[src/rtl/axis_switch_1xn_pkt.sv]
// 1-to-NUM_M AXI-Stream packet demux: route latched on the first beat of each packet,
// one registered output stage, disabled/invalid routes either dropped or stalled.
module axis_switch_1xn_pkt #(
  parameter int unsigned DATAW   = 48,
  parameter int unsigned NUM_M   = 2,
  parameter int unsigned DROP_EN = 1,
  localparam int unsigned SELW   = (NUM_M > 1) ? $clog2(NUM_M) : 1,
  localparam int unsigned KEEPW  = DATAW / 8
) (
  input  logic                     aclk,
  input  logic                     aresetn,
  input  logic [SELW-1:0]          sel,
  input  logic [NUM_M-1:0]         m_en,
  input  logic [DATAW-1:0]         s_axis_tdata,
  input  logic                     s_axis_tvalid,
  output logic                     s_axis_tready,
  input  logic                     s_axis_tuser,
  input  logic                     s_axis_tlast,
  input  logic [KEEPW-1:0]         s_axis_tstrb,
  input  logic [KEEPW-1:0]         s_axis_tkeep,
  input  logic                     s_axis_tid,
  input  logic                     s_axis_tdest,
  output logic [NUM_M*DATAW-1:0]   m_axis_tdata,
  output logic [NUM_M-1:0]         m_axis_tvalid,
  input  logic [NUM_M-1:0]         m_axis_tready,
  output logic [NUM_M-1:0]         m_axis_tuser,
  output logic [NUM_M-1:0]         m_axis_tlast,
  output logic [NUM_M*KEEPW-1:0]   m_axis_tstrb,
  output logic [NUM_M*KEEPW-1:0]   m_axis_tkeep,
  output logic [NUM_M-1:0]         m_axis_tid,
  output logic [NUM_M-1:0]         m_axis_tdest,
  output logic                     busy,
  output logic [15:0]              drop_cnt
);

  localparam logic [0:0] ST_IDLE = 1'b0;
  localparam logic [0:0] ST_BUSY = 1'b1;
  localparam bit         DROP_ON = (DROP_EN != 0);

  logic [0:0]                   r_state;
  logic [0:0]                   w_state_nxt;
  logic [SELW-1:0]              r_route;
  logic                         r_drop;
  logic                         r_active;
  logic [15:0]                  r_drop_cnt;

  logic [NUM_M-1:0]             r_m_tvalid;
  logic [NUM_M-1:0]             r_m_tuser;
  logic [NUM_M-1:0]             r_m_tlast;
  logic [NUM_M-1:0]             r_m_tid;
  logic [NUM_M-1:0]             r_m_tdest;
  logic [NUM_M-1:0][DATAW-1:0]  r_m_tdata;
  logic [NUM_M-1:0][KEEPW-1:0]  r_m_tstrb;
  logic [NUM_M-1:0][KEEPW-1:0]  r_m_tkeep;

  logic                         w_sel_in_range;
  logic                         w_sel_en;
  logic                         w_sel_ok;
  logic [SELW-1:0]              w_cur_route;
  logic                         w_cur_drop;
  logic                         w_oreg_valid;
  logic                         w_pass_ready;
  logic                         w_tready;
  logic                         w_acc;
  logic                         w_acc_pass;
  logic                         w_acc_drop;

  // Requested route is usable only if it names an existing, enabled port.
  assign w_sel_in_range = ({1'b0, sel} < (SELW+1)'(NUM_M));

  always_comb begin : sel_enable
    w_sel_en = 1'b0;
    for (int i = 0; i < NUM_M; i++) begin
      if (sel == SELW'(i)) w_sel_en = m_en[i];
    end
  end

  assign w_sel_ok = w_sel_in_range && w_sel_en;

  // In IDLE the live select decides the route; once a packet is open it is frozen.
  always_comb begin : route_mux
    w_cur_route = r_route;
    w_cur_drop  = r_drop;
    if (r_state == ST_IDLE) begin
      w_cur_route = sel;
      w_cur_drop  = !w_sel_ok;
    end
  end

  assign w_oreg_valid = |r_m_tvalid;
  assign w_pass_ready = !w_oreg_valid || (|(r_m_tvalid & m_axis_tready));

  always_comb begin : ready_gen
    w_tready = 1'b0;
    if (r_active) begin
      if (w_cur_drop) w_tready = (r_state == ST_BUSY) || DROP_ON;
      else            w_tready = w_pass_ready;
    end
  end

  assign w_acc      = s_axis_tvalid && w_tready;
  assign w_acc_pass = w_acc && !w_cur_drop;
  assign w_acc_drop = w_acc && w_cur_drop;

  always_ff @(posedge aclk or negedge aresetn) begin : state_reg
    if (!aresetn) r_state <= ST_IDLE;
    else          r_state <= w_state_nxt;
  end

  always_comb begin : state_nxt
    w_state_nxt = r_state;
    case (r_state)
      ST_IDLE: if (w_acc && !s_axis_tlast) w_state_nxt = ST_BUSY;
      ST_BUSY: if (w_acc && s_axis_tlast)  w_state_nxt = ST_IDLE;
      default: w_state_nxt = ST_IDLE;
    endcase
  end

  // Route and mode captured on every first beat; held for the rest of the packet.
  always_ff @(posedge aclk or negedge aresetn) begin : route_reg
    if (!aresetn) begin
      r_route <= '0;
      r_drop  <= 1'b0;
    end else if ((r_state == ST_IDLE) && w_acc) begin
      r_route <= sel;
      r_drop  <= !w_sel_ok;
    end
  end

  // Keeps s_axis_tready low until the first clock after reset release.
  always_ff @(posedge aclk or negedge aresetn) begin : active_reg
    if (!aresetn) r_active <= 1'b0;
    else          r_active <= 1'b1;
  end

  always_ff @(posedge aclk or negedge aresetn) begin : drop_reg
    if (!aresetn) begin
      r_drop_cnt <= '0;
    end else if (w_acc_drop && s_axis_tlast && (r_drop_cnt != 16'hFFFF)) begin
      r_drop_cnt <= r_drop_cnt + 16'd1;
    end
  end

  // Per-port output registers: only the routed port loads; a port clears to zero on handshake.
  always_ff @(posedge aclk or negedge aresetn) begin : out_regs
    if (!aresetn) begin
      r_m_tvalid <= '0;
      r_m_tuser  <= '0;
      r_m_tlast  <= '0;
      r_m_tid    <= '0;
      r_m_tdest  <= '0;
      r_m_tdata  <= '0;
      r_m_tstrb  <= '0;
      r_m_tkeep  <= '0;
    end else begin
      for (int i = 0; i < NUM_M; i++) begin
        if (w_acc_pass && (w_cur_route == SELW'(i))) begin
          r_m_tvalid[i] <= 1'b1;
          r_m_tuser[i]  <= s_axis_tuser;
          r_m_tlast[i]  <= s_axis_tlast;
          r_m_tid[i]    <= s_axis_tid;
          r_m_tdest[i]  <= s_axis_tdest;
          r_m_tdata[i]  <= s_axis_tdata;
          r_m_tstrb[i]  <= s_axis_tstrb;
          r_m_tkeep[i]  <= s_axis_tkeep;
        end else if (r_m_tvalid[i] && m_axis_tready[i]) begin
          r_m_tvalid[i] <= 1'b0;
          r_m_tuser[i]  <= 1'b0;
          r_m_tlast[i]  <= 1'b0;
          r_m_tid[i]    <= 1'b0;
          r_m_tdest[i]  <= 1'b0;
          r_m_tdata[i]  <= '0;
          r_m_tstrb[i]  <= '0;
          r_m_tkeep[i]  <= '0;
        end
      end
    end
  end

  assign s_axis_tready = w_tready;
  assign m_axis_tvalid = r_m_tvalid;
  assign m_axis_tuser  = r_m_tuser;
  assign m_axis_tlast  = r_m_tlast;
  assign m_axis_tid    = r_m_tid;
  assign m_axis_tdest  = r_m_tdest;
  assign m_axis_tdata  = r_m_tdata;
  assign m_axis_tstrb  = r_m_tstrb;
  assign m_axis_tkeep  = r_m_tkeep;
  assign busy          = (r_state == ST_BUSY) || w_oreg_valid;
  assign drop_cnt      = r_drop_cnt;

endmodule
[config.mk]
export PLATFORM = sky130hd
export DESIGN_NAME = axis_switch_1xn_pkt
export DESIGN_NICKNAME = d
export VERILOG_FILES = /design/src/rtl/axis_switch_1xn_pkt.sv
export SDC_FILE = /design/constraint.sdc
export NUM_CORES = 1
export LEC_CHECK = 0
export ABC_CLOCK_PERIOD_IN_PS = 4500
export BUFFER_PORTS_ARGS = -buffer_cell sky130_fd_sc_hd__buf_2
export CAP_MARGIN = 20
export CORE_MARGIN = 2
export CORE_UTILIZATION = 54
export CTS_CLUSTER_DIAMETER = 200
export DETAILED_ROUTE_END_ITERATION = 7
export GPL_TIMING_DRIVEN = 0
export PLACE_DENSITY = 0.95
export SYNTH_ARGS = -nofsm -noshare
export SYNTH_HDL_FRONTEND = slang
export SYNTH_SLANG_ARGS = --single-unit
[constraint.sdc]
create_clock -name aclk -period 4.5 [get_ports aclk]
set_input_delay 0.675 -clock aclk [delete_from_list [all_inputs] [get_ports aclk]]
set_output_delay 0.675 -clock aclk [all_outputs]
set_load 0.01 [all_outputs]
==> results by group <==
Outcome
  – Status: completed

Power and ir drop
  – Cell Int Power: 3.54 mW
  – IR drop worst, VDD: 0.455 mV
  – PwrDens: 673 mW/mm²
  – Clock network power share: 26.7%
  – Logic pwr share: 31.0%
  – Leakage power: 4.16 nW
  – Power share of the sequential group: 42.3%
  – Total power: 5.44 mW
  – Switching Share: 35.0%
  – Switching pwr: 1.90 mW

CTS
  – CTS Buf Count: 17
  – Worst-case clock buffer depth: 2
  – Setup Fix Bufs, Post-CTS: 0
  – Clock sink total: 150
  – Clock Latency Late Sink: 0.43 ns
  – CTS tree: done
  – CTS Hold Bufs: 0
  – H-tree level count: 4
  – CTS resizes: 0
  – Worst-path clk slew: 0.06 ns
  – Root buffer cell: clkbuf_16

Layout
  – Share of post-route cells with drive strength above 1: 29.1%
  – Area grow syn2layout: 31.0%
  – Finished Core Util: 71.7%
  – Antenna diodes: 0
  – Fin nets: 979
  – Final Non-Filler Cells: 1062

Global routing
  – Initial antenna violation count: 0
  – Grt total ovfl: 0
  – First-pass GRT wire length: 28.9 mm
  – Largest net degree at the start of global routing: 91
  – Total GRT Usage: 29.8%
  – Vias in the first global route: 5787

Critical path
  – Crit-path max FO: 5
  – Worst setup SP type: register
  – Setup CP Type: register to output port
  – Critical path launch point: m_axis_tvalid[1]
  – Worst EP required: 3.83 ns
  – Reg-to-Reg End: m_axis_tstrb[2]
  – Crit path cell chain: nand2_1 > o211ai_1 > a211oi_1 > nor2b_1 > buf_2
  – Worst setup endpoint: s_axis_tready
  – Worst stage delay on the critical path: 0.53 ns
  – RR Startpoint: m_axis_tvalid[1]
  – R2R Setup Slk: 2.32 ns
  – Critical Path End Type: output port
  – Slowest cell on crit path: a211oi_1
  – R2r worst-path depth: 7
  – Worst EP arrival: 1.87 ns

STA
  – Worst Tran Pin Value: 0.656 ns
  – Clock Skews: 0.0103 ns
  – FMAX: 0.392 GHz
  – Pins Over Slew Limit: 0
  – RSZ-0062 raised after global routing: no
  – Fin Setup TNS: 0 ns
  – Fin crit period: 2.55 ns
  – Final Setup Violations: 0
  – Slew headroom: 56.1%
  – Hold Fails Final Rpt: 0
  – Final Cycle Share: 56.6%

Yosys
  – Netlist cell types: 39
  – YS warnings: 0
  – Area contributors post-synth: dfrtp_1, nand2_1, o21ai_0
  – Post-Syn Instances: 667
  – Number of synthesized flops with an enable pin: 0
  – Post-Syn Area: 0.00617 mm²
  – Post-synthesis sequential element count: 150
  – Syn Nets: 740
  – Syn Area/Cell: 9.25 µm²
  – Sequential share of the synthesized area: 60.8%
  – Synth async-reset ratio: 100%
  – Post-synth top area share: 60.8%
  – Top_reg_cell synth: dfrtp_1
  – Post-synth top area cell: dfrtp_1

Run
  – Max Cap Viol: 0

Drt
  – WL/cell: 16.7 µm
  – DRT Pass-1 Iters: 5
  – Starting DRT DRC Count: 504
  – Final ANT Viol Nets: 0
  – Via count: 5754
  – Final WL: 17.7 mm
  – Post-route DRC: 0
  – Via-per-instance ratio: 5.42

Place
  – Placer congestion estimate: 0.874
  – Dpl hpwl: 12.4 mm
  – Placed Instances: 1030
  – IO buf count: 219

Min path
  – Worst hold path type: input pin to asynchronous set/reset pin

Floorplan
  – Die W: 111 µm
  – Die ar.: 0.0123 mm²
  – Initial Utilization: 54.8%
  – Row cnt: 39
  – Die Y: 111 µm
  – Core area: 0.0113 mm²
  – # IOs: 220
==> registers in the layout (all words and copies together) (netlist names), named ones only <==
name,flops
m_axis_tlast,2
m_axis_tvalid,2
m_axis_tstrb,12
m_axis_tkeep,12
m_axis_tuser,2
m_axis_tid,2
m_axis_tdest,2
r_active,1
r_route,1
m_axis_tdata,96
r_drop,1
drop_cnt,16
==> cells in the final DEF, fill, tap and decap left out, types with 2 or more instances in the layout <==
| cell | synthesis | routed |
|---|---|---|
| nand3_1 | 10 | 10 |
| o41ai_1 | 2 | 2 |
| clkbuf_1 | 34 | 39 |
| nor3_1 | 7 | 7 |
| xnor2_1 | 2 | 2 |
| mux2_2 | 4 | 4 |
| inv_1 | 6 | 6 |
| buf_1 | 2 | 2 |
| nand2_1 | 266 | 266 |
| xor2_1 | 9 | 9 |
| nor2_1 | 9 | 9 |
| a21o_1 | 2 | 2 |
| o21ai_0 | 129 | 129 |
| nand2b_1 | 3 | 3 |
| clkinvlp_4 | 0 | 2 |
| buf_2 | 6 | 224 |
| clkbuf_8 | 0 | 3 |
| o22ai_1 | 2 | 2 |
| nand4_1 | 2 | 2 |
| clkbuf_16 | 0 | 17 |
| dfrtp_1 | 150 | 150 |
| mux2_4 | 2 | 2 |
| bufinv_16 | 0 | 3 |
==> logic make-up after synthesis <==
group / share of synthesized area (%)
muxes: 1.22
AOI/OAI and AO/OA: 12.6
adders and majority gates: 0.203
xor gates and xnor gates: 1.56
DFF: 60.8
and+or+nand+nor: 20.4
buffers and inverters: 3.16
other: 0.0608
==> through the flow <==
step | hold slack, ns | worst slack (ns) | instance area, µm²
4_1_cts | 0.242 | 1.98 | 8090
2_1_floorplan | 0.379 | 2.46 | 6170
3_5_place_dp | 0.505 | 2.02 | 7480
3_3_place_gp | 0.498 | 0.663 | 7450
6_report | 0.222 | 1.95 | 8090
5_1_grt | 0.272 | 1.89 | 8090
==> synthesized netlist by cell type (all sizes together) (3+ instances only) <==
master,n
nand3,11
nand2,266
o41ai,3
nor3,7
dfrtp,150
buf,9
mux2,6
o21ai,129
nand2b,3
xor2,9
inv,6
clkbuf,34
o22ai,3
nor2,9
==> routing by layer <==
layer	vias to the layer above	GRT usage (%)	wire, µm
met4	0	12.8	488
met1	2786	36.2	6970
met5	-	0	0
li1	2659	-	-
met2	267	50.3	8880
met3	42	8.31	1390
==> area by class of cell <==
| type | count | area (µm²) |
|---|---|---|
| buffer | 43 | 173 |
| multi-input combinational | 468 | 2220 |
| tap | 143 | 179 |
| timing repair buffer | 220 | 1130 |
| clock inverter | 7 | 119 |
| fill | 825 | 3190 |
| sequential | 150 | 3750 |
| clock buffer | 25 | 485 |
| inverter | 6 | 22.5 |
==> worst min path at each step <==
stage                                  to  slack [ns]  cells after the start
3_5_place_dp                 drop_cnt[15]        0.51                      1
6_report                 m_axis_tdata[54]        0.22                      1
2_1_floorplan  asynchronous set/reset pin        0.38                      0
3_3_place_gp                 drop_cnt[15]        0.50                      1
4_1_cts                  m_axis_tdata[54]        0.24                      1
5_1_grt                  m_axis_tdata[51]        0.27                      1
==> power groups by stage <==
| stage | combinational [mW] | sequential [mW] | clock [mW] |
|---|---|---|---|
| after detailed placement | 1.69 | 2.29 | 0 |
| after floorplan | 0.521 | 2.55 | 0 |
| after global routing | 1.87 | 2.37 | 1.52 |
| after CTS | 1.70 | 2.29 | 1.47 |
| final | 1.69 | 2.30 | 1.45 |
| after global placement | 1.60 | 2.27 | 0 |
==> critical path, delay by kind of cell, from the launching register on <==
| kind | cells | cell delay, ns |
|---|---|---|
| flops | 1 | 0.41 |
| buf+inv | 1 | 0.16 |
| simple gates | 2 | 0.17 |
| compound gates | 2 | 0.70 |
Note: power is estimated with default switching activity, not from simulation.
